**config.mk**
```make
export PLATFORM = sky130hd
export DESIGN_NAME = m_timer
export DESIGN_NICKNAME = d
export VERILOG_FILES = /design/src/rtl/m_timer_pkg.sv /design/src/rtl/m_timer.sv
export SDC_FILE = /design/constraint.sdc
export NUM_CORES = 1
export LEC_CHECK = 0
export ABC_AREA = 0
export CORE_MARGIN = 1.5
export CORE_UTILIZATION = 50
export CTS_CLUSTER_SIZE = 30
export DETAILED_ROUTE_END_ITERATION = 16
export GPL_ROUTABILITY_DRIVEN = 0
export HOLD_SLACK_MARGIN = 0.05
export MAX_ROUTING_LAYER = met4
export PLACE_DENSITY = 0.81
export SKIP_CTS_REPAIR_TIMING = 1
export SLEW_MARGIN = 20
export SYNTH_ARGS = -nofsm -noshare
export SYNTH_HDL_FRONTEND = slang
export SYNTH_SLANG_ARGS = --single-unit
```
**constraint.sdc**
```tcl
create_clock -name clk -period 3.38 [get_ports clk]
set_input_delay 0.676 -clock clk [delete_from_list [all_inputs] [get_ports clk]]
set_output_delay 0.676 -clock clk [all_outputs]
set_load 0.01 [all_outputs]
```
**src/rtl/m_timer_pkg.sv**
```systemverilog
// Shared definitions for the m_timer block: FSM states, register
// indices decoded from addr[3:2], CTRL field positions and mode codes.
package m_timer_pkg;

    typedef enum logic [1:0] {
        ST_IDLE = 2'd0,
        ST_LOAD = 2'd1,
        ST_CNT  = 2'd2,
        ST_INT  = 2'd3
    } state_e;

    // Register indices, taken from addr[3:2]
    localparam logic [1:0] IDX_CTRL   = 2'd0;
    localparam logic [1:0] IDX_PRESET = 2'd1;
    localparam logic [1:0] IDX_COUNT  = 2'd2;
    localparam logic [1:0] IDX_NONE   = 2'd3;

    // CTRL mode field codes; 1x behaves like one-shot
    localparam logic [1:0] MODE_ONESHOT = 2'b00;
    localparam logic [1:0] MODE_RELOAD  = 2'b01;

    // CTRL bit positions
    localparam int CTRL_EN   = 0;
    localparam int CTRL_MODE = 1;
    localparam int CTRL_IM   = 3;

    // Only the exact 01 code selects auto-reload.
    function automatic logic is_reload(input logic [1:0] mode);
        return mode == MODE_RELOAD;
    endfunction

endpackage

```
**src/rtl/m_timer.sv**
```systemverilog
// m_timer: memory-mapped down-counter with one-shot and auto-reload
// modes. The bridge strips the base address; only addr[3:2] is decoded.
// Register and FSM next values are computed in one combinational block
// so that a CPU CTRL write always overrides the FSM in the same cycle.
module m_timer
    import m_timer_pkg::*;
(
    input  logic        clk,
    input  logic        reset,
    input  logic [31:0] addr,
    input  logic        we,
    input  logic [31:0] din,
    output logic [31:0] dout,
    output logic        irq
);

    state_e      r_state;
    state_e      w_next_state;
    logic [3:0]  r_ctrl;
    logic [3:0]  w_next_ctrl;
    logic [31:0] r_preset;
    logic [31:0] w_next_preset;
    logic [31:0] r_count;
    logic [31:0] w_next_count;
    logic        r_irq_flag;
    logic        w_next_irq_flag;

    logic [1:0]  w_idx;
    logic        w_enable;
    logic        w_reload;
    logic        w_wr_ctrl;
    logic        w_wr_preset;

    // Address bits outside the register index are deliberately ignored.
    logic        w_unused_addr;
    assign w_unused_addr = ^{addr[31:4], addr[1:0]};

    assign w_idx       = addr[3:2];
    assign w_enable    = r_ctrl[CTRL_EN];
    assign w_reload    = is_reload(r_ctrl[CTRL_MODE +: 2]);
    assign w_wr_ctrl   = we && (w_idx == IDX_CTRL);
    assign w_wr_preset = we && (w_idx == IDX_PRESET);

    // State and register update; synchronous active-low reset wins over all
    always_ff @(posedge clk) begin
        // NOTE: non-blocking assignments so every register samples the
        // pre-edge values computed by the combinational block.
        if (!reset) begin
            r_state    <= ST_IDLE;
            r_ctrl     <= '0;
            r_preset   <= '0;
            r_count    <= '0;
            r_irq_flag <= 1'b0;
        end else begin
            r_state    <= w_next_state;
            r_ctrl     <= w_next_ctrl;
            r_preset   <= w_next_preset;
            r_count    <= w_next_count;
            r_irq_flag <= w_next_irq_flag;
        end
    end

    // FSM next-state and register next values; CPU writes applied last
    always_comb begin
        // NOTE: every output gets a default first so no path leaves a
        // variable unassigned, which would otherwise infer a latch.
        w_next_state    = r_state;
        w_next_ctrl     = r_ctrl;
        w_next_preset   = r_preset;
        w_next_count    = r_count;
        w_next_irq_flag = r_irq_flag;

        case (r_state)
            ST_IDLE: begin
                if (w_enable) begin
                    w_next_state = ST_LOAD;
                end
            end
            ST_LOAD: begin
                w_next_count = r_preset;
                w_next_state = ST_CNT;
            end
            ST_CNT: begin
                if (!w_enable) begin
                    w_next_state = ST_IDLE;
                end else if (r_count > 32'd1) begin
                    w_next_count = r_count - 32'd1;
                end else begin
                    // Terminal count for 0 and 1 alike: never wraps
                    w_next_count    = '0;
                    w_next_irq_flag = 1'b1;
                    w_next_state    = ST_INT;
                end
            end
            ST_INT: begin
                if (w_reload) begin
                    w_next_irq_flag = 1'b0;
                    w_next_state    = ST_LOAD;
                end else begin
                    w_next_ctrl[CTRL_EN] = 1'b0;
                    w_next_state         = ST_IDLE;
                end
            end
            default: begin
                w_next_state = ST_IDLE;
            end
        endcase

        // A CTRL write replaces whatever the FSM did to CTRL this cycle
        if (w_wr_ctrl) begin
            w_next_ctrl     = din[3:0];
            w_next_irq_flag = 1'b0;
        end
        if (w_wr_preset) begin
            w_next_preset = din;
        end
    end

    // Read mux, same-cycle from addr[3:2]
    always_comb begin
        dout = '0;
        case (w_idx)
            IDX_CTRL:   dout = {28'b0, r_ctrl};
            IDX_PRESET: dout = r_preset;
            IDX_COUNT:  dout = r_count;
            IDX_NONE:   dout = '0;
            default:    dout = '0;
        endcase
    end

    assign irq = r_irq_flag & r_ctrl[CTRL_IM];

endmodule

```
## After elaboration in Yosys (flattened, before gate mapping)

Index checks and enable logic that the tools add are counted.

| word-level totals | value |
|---|---|
| ROM bits | 0 |
| memories | 0 |
| output and inout bits | 33 |
| RAM bits | 0 |
| bits of input ports | 67 |
| word-level logic and storage cells | 51 |
| register bits | 71 |
| bits in latches | 0 |

| cells by class | value |
|---|---|
| add/sub/neg operators | 1 |
| reduce and logical (&&, ||, !) cells | 12 |
| divide/modulo/power cells | 0 |
| mux-type cells | 16 |
| magnitude comparators | 1 |
| bitwise operators | 2 |
| eq/ne operators | 13 |
| multipliers | 0 |
| shift-type cells | 0 |

Operators with widths:

| cell | count |
|---|---|
| $pmux 32 s4 | 1 |
| $mux 32 | 2 |
| $pmux 32 s2 | 1 |
| $gt 32x1->1 const B | 1 |
| $sub 32x1->32 const B | 1 |
| $eq 2x2->1 const B | 4 |
| $ne 2x2->1 const B | 4 |
| $pmux 2 s4 | 1 |
| $mux 1 | 7 |
| $eq 2x1->1 const B | 3 |
| $mux 2 | 3 |
| $reduce_and 2->1 | 3 |
| $reduce_bool 2->1 | 3 |
| $logic_not 2->1 | 2 |
| $reduce_and 4->1 | 1 |
| $ne 3x3->1 const B | 1 |
| $logic_and 1x1->1 | 2 |
| $ne 2x1->1 const B | 1 |
| $pmux 1 s2 | 1 |
| $reduce_or 2->1 | 1 |
| $and 1x1->1 | 1 |
| $not 1->1 | 1 |

## Logic depth before layout (Yosys ltp)

| logic depth | value |
|---|---|
| depth in word-level cells | 4 |
| mapped depth | 9 |
| gate-level depth less buffers | 8 |

## Worst setup path after synthesis

OpenSTA, ideal clock, no wires.

| timing path | value |
|---|---|
| kind | register to register |
| start | reg r_count[24] |
| end | reg r_count[4] |
| path slack | 0.786 ns |
| setup time | 0.117 ns |
| clock period less this slack | 2.594 ns |
| cell stages (with the launch flop) | 9 |
| buffers on the path | 2 |
| data arrival time | 2.476 ns |
| required time | 3.263 ns |
| cell sequence | dfxtp_1 or4_4 or4_4 buf_6 or4_4 nand2_4 buf_8 o21ai_1 a32o_1 |

| between the ends | value |
|---|---|
| cells in the longest elaborated chain, start to end | 4 |

Ends and longest elaborated chain:

| item | line | text |
|---|---|---|
| from (decl) | m_timer.sv:23 | `logic [31:0] r_count;` |
| from (signal assigned) | m_timer.sv:58 | `r_count <= w_next_count;` |
| $gt 32x1->1 | m_timer.sv:86 | `end else if (r_count > 32'd1) begin` |
| $mux 32 | m_timer.sv:86 |  |
| $mux 32 | m_timer.sv:84 | `if (!w_enable) begin` |
| $pmux 32 s2 | m_timer.sv:73 | `case (r_state)` |

Every way passes these cells. The select of a mux whose other input is x is not followed.
A chain may end at the register's enable or synchronous reset.

## Worst setup path in the final report

| timing path | value |
|---|---|
| start | in addr[2] |
| end | out dout[0] |

| between the ends | value |
|---|---|
| cells in the longest elaborated chain, start to end | 2 |
| elaborated cells on any way between the ends | 5 |
| classes of those cells | eq/ne: 3; mux: 1; reduce/logical: 1 |

Ends and longest elaborated chain:

| item | line | text |
|---|---|---|
| from (decl) | m_timer.sv:10 | `input logic [31:0] addr,` |
| $eq 2x2->1 (tied with other cells) | m_timer.sv:122 | `case (w_idx)` |
| $pmux 32 s4 * | m_timer.sv:122 |  |
| to (decl) | m_timer.sv:13 | `output logic [31:0] dout,` |

Every way passes the cells marked *; elsewhere a longest branch is shown, timed or not.

==> results_dict.tcl <==
set metrics [dict create \
    status "finished, final reports clean" \
    grt-ovfl-total 0 \
    async_reset_ff_frac 0 \
    rsz0062_at_grt "false" \
    worst_pin_slew_ns 0.7873 \
    drt-vias-per-instance 6.277 \
    clock_latency_ns 0.36 \
    ys_seq_area_frac 0.3593 \
    slew_viol_final 0 \
    worst_ep_required_time_ns 2.70 \
    min_path_type "flip-flop to flip-flop" \
    h-tree-depth 3 \
    p_per_area_mw_per_mm2 358.5 \
    fin_worst_skew_ns 0.006516 \
    worstHoldStart "r_irq_flag" \
    synthFlopType "dfxtp_1" \
    p_int_w 0.001288 \
    grt_start_max_net_pins 52 \
    num_vias 4262 \
    ant_nets 0 \
    crit-reg2reg-capture "r_count[27]" \
    r2r_setup_slack_ns 0.55 \
    start_kind "primary input" \
    globalRouteTotalUtil 0.2940 \
    p_comb_frac 0.154 \
    netlist_instances 522 \
    layout-drive-gt1-share 0.06932 \
    slew_headroom 0.4744 \
    period_share 0.9350 \
    synth_top_family_by_area "simple AND/OR/NAND/NOR gates" \
    cts_made_buffers 9 \
    switching_share 0.2698 \
    drc 0 \
    max_freq_mhz 316.4 \
    synthMuxAreaShare 0.01803 \
    postSynthAreaPerCell_sq_um 7.579 \
    reg2regPathDepth 6 \
    synth_edf_count 0 \
    synthesis.nets 591 \
    finalSetupTns_ns 0 \
    yosys.area_share.xor_xnor 0.008855 \
    ys_warn_count 0 \
    crit_family "buffers and inverters" \
    die_y_um 91.95 \
    diodes 0 \
    clock-sinks 71 \
    wl_met2_mm 5.735 \
    cp_max_fo 34 \
    io_buffers 69 \
    highest_layer "met4" \
    power.switching_w 0.0004757 \
    synth_simple_gate_area_frac 0.2793 \
    synth_compound_area_frac 0.2739 \
    cp_data_arrival_time_ns 2.48 \
    fin_area_sq_mm 0.004918 \
    cpMaxStageDelayCell "clkdlybuf4s50_1" \
    dieWidth_um 91.95 \
    wire_per_inst_um 17.31 \
    core_sq_mm 0.007687 \
    crit_path_frequent_cell "clkdlybuf4s50_1" \
    clkTransAtPathRegs_ns 0.07 \
    met3_length_um 860 \
    grt_pass1_vias 4005 \
    place_area_sq_mm 0.004748 \
    start_util 0.5146 \
    cts_buffer_depth 2 \
    startpoint "addr[2]" \
    hold_depth 2 \
    drt_wl_total_mm 11.75 \
    ys_seq_elements 71 \
    grt_pass1_wl_mm 19.19 \
    drt-met1-wl_mm 4.859 \
    cp_num_buf_inv 3 \
    cpPeakStageDelay_ns 0.62 \
    crit_type "primary input to primary output" \
    syn_to_final_growth_pct 24.32 \
    synth_fa_ha_area_frac 0.006325 \
    final_util 0.6398 \
    power.share.clock 0.350 \
    fin_nets 644 \
    placementRows 32 \
    dr.first_iter.drc_count 362 \
    fin_cells 679 \
    power.leakage_nw 1.837 \
    crit_path_end_kind "primary output" \
    r2r_start "r_count[24]" \
    hpwlAfterDp_mm 7.924 \
    cts.root.buffer_cell "clkbuf_8" \
    hold_viol 0 \
    drt_first_pass_iters 5 \
    pwr-share-seq 0.495 \
    dp_cells 666 \
    setup_viol 0 \
    crit_chain "clkdlybuf4s50_1, nor2b_2, buf_12, nand2_1, o21ai_1, clkdlybuf4s50_1" \
    max_cap_viol_count 0 \
    dieArea_sq_mm 0.008455 \
    pin_count 100 \
    cts_tree "done" \
    syn_area_sq_mm 0.003956 \
    hold_end "r_irq_flag" \
    peakVddDrop_v 0.0003015 \
    synth_cell_type_count 60 \
    fin_crit_ns 3.160 \
    antenna_found_initial 0 \
]
==> final cells by class <==
| cell class | count | area, sq um |
|---|---|---|
| timing repair buffer | 85 | 848.3 |
| clock buffer | 12 | 165.2 |
| inverter | 7 | 26.28 |
| multi-input combinational | 401 | 2325 |
| fill | 669 | 2769 |
| tap | 102 | 127.6 |
| clock inverter | 1 | 5.005 |
| sequential | 71 | 1421 |
==> metrics by stage <==
step	setup slack [ns]	total power, W	hold WS [ns]
floorplan	0.7861	0.001041	0.4178
global placement	0.2554	0.001151	0.4311
detailed placement	0.2136	0.001157	0.4382
CTS	0.2132	0.001760	0.4477
global route	0.1441	0.001822	0.4703
finish	0.2199	0.001763	0.4425
==> Yosys cell counts (6+ instances only) <==
cell type  instances  area share
nor4_1            10       0.016
clkbuf_1          36       0.034
nor2_1            26       0.025
a32o_1             9       0.023
nand2_1          109        0.10
nor3_1            14       0.018
a31oi_1            8       0.013
o31ai_1            6       0.011
mux2i_1            6       0.015
o21ai_0           19       0.024
a22o_1            28       0.062
o21ai_1           12       0.015
dfxtp_1           71        0.36
and2_1             7       0.011
nand3_1           19       0.024
inv_1              6      0.0057
a21oi_1           51       0.065
or3_1              6      0.0095
==> per-layer routing <==
| layer | up-vias | global-route usage |
|---|---|---|
| met2 | 206 | 0.4784 |
| met4 | 0 | 0.1487 |
| met5 | - | - |
| met3 | 36 | 0.03483 |
| met1 | 2017 | 0.3596 |
| li1 | 2003 | - |
==> power by group through the flow <==
stage          sequential (W)  combinational (W)  clock [W]
4_1_cts              0.000873           0.000266   0.000620
3_5_place_dp         0.000892           0.000264          0
3_3_place_gp         0.000891           0.000260          0
5_1_grt              0.000876           0.000293   0.000653
2_1_floorplan        0.000884           0.000157          0
6_report             0.000874           0.000272   0.000618
==> worst max path at each step <==
stage / end / cells past startpoint
after floorplan: r_count[4] / 8
after global placement: dout[0] / 6
after detailed placement: dout[0] / 6
after CTS: dout[0] / 6
after global routing: dout[0] / 6
final: dout[0] / 6
==> sequential cells by signal, summed over array words and instances (netlist names) <==
name / cells
r_count: 32
r_preset: 32
r_ctrl: 4
r_state: 2
r_irq_flag: 1
==> placed cells by master, fill, tap and decap left out, types with 6 or more instances in the layout <==
master and instances:
a22o_1 28, o21ai_1 12, buf_4 13, inv_1 6, nor3_1 14, nor4_1 10, and2_1 7, clkbuf_8 12
clkdlybuf4s50_1 69, mux2i_1 6, nand2_1 109, nand3_1 19, o21ai_0 19, nor2_1 26, a21oi_1 51, or3_1 6
a32o_1 9, a31oi_1 8, o31ai_1 6, dfxtp_1 71
==> cells by family (layout without fill, tap and decap cells) <==
family	count (synthesis)	after routing
buf+inv	50	105
flops	71	71
simple gates	227	227
mux	7	7
fa+ha+maj	2	2
xor+xnor	4	4
compound gates	161	161
==> worst register-to-register path: stages, from the launching register on <==
cell     delay [ns]
dfxtp_1        0.37
or4_4          0.59
or4_4          0.49
or4_4          0.59
nand2_4        0.20
o31ai_1        0.11
a221o_1        0.36
Power figures use the tool's default switching activity.
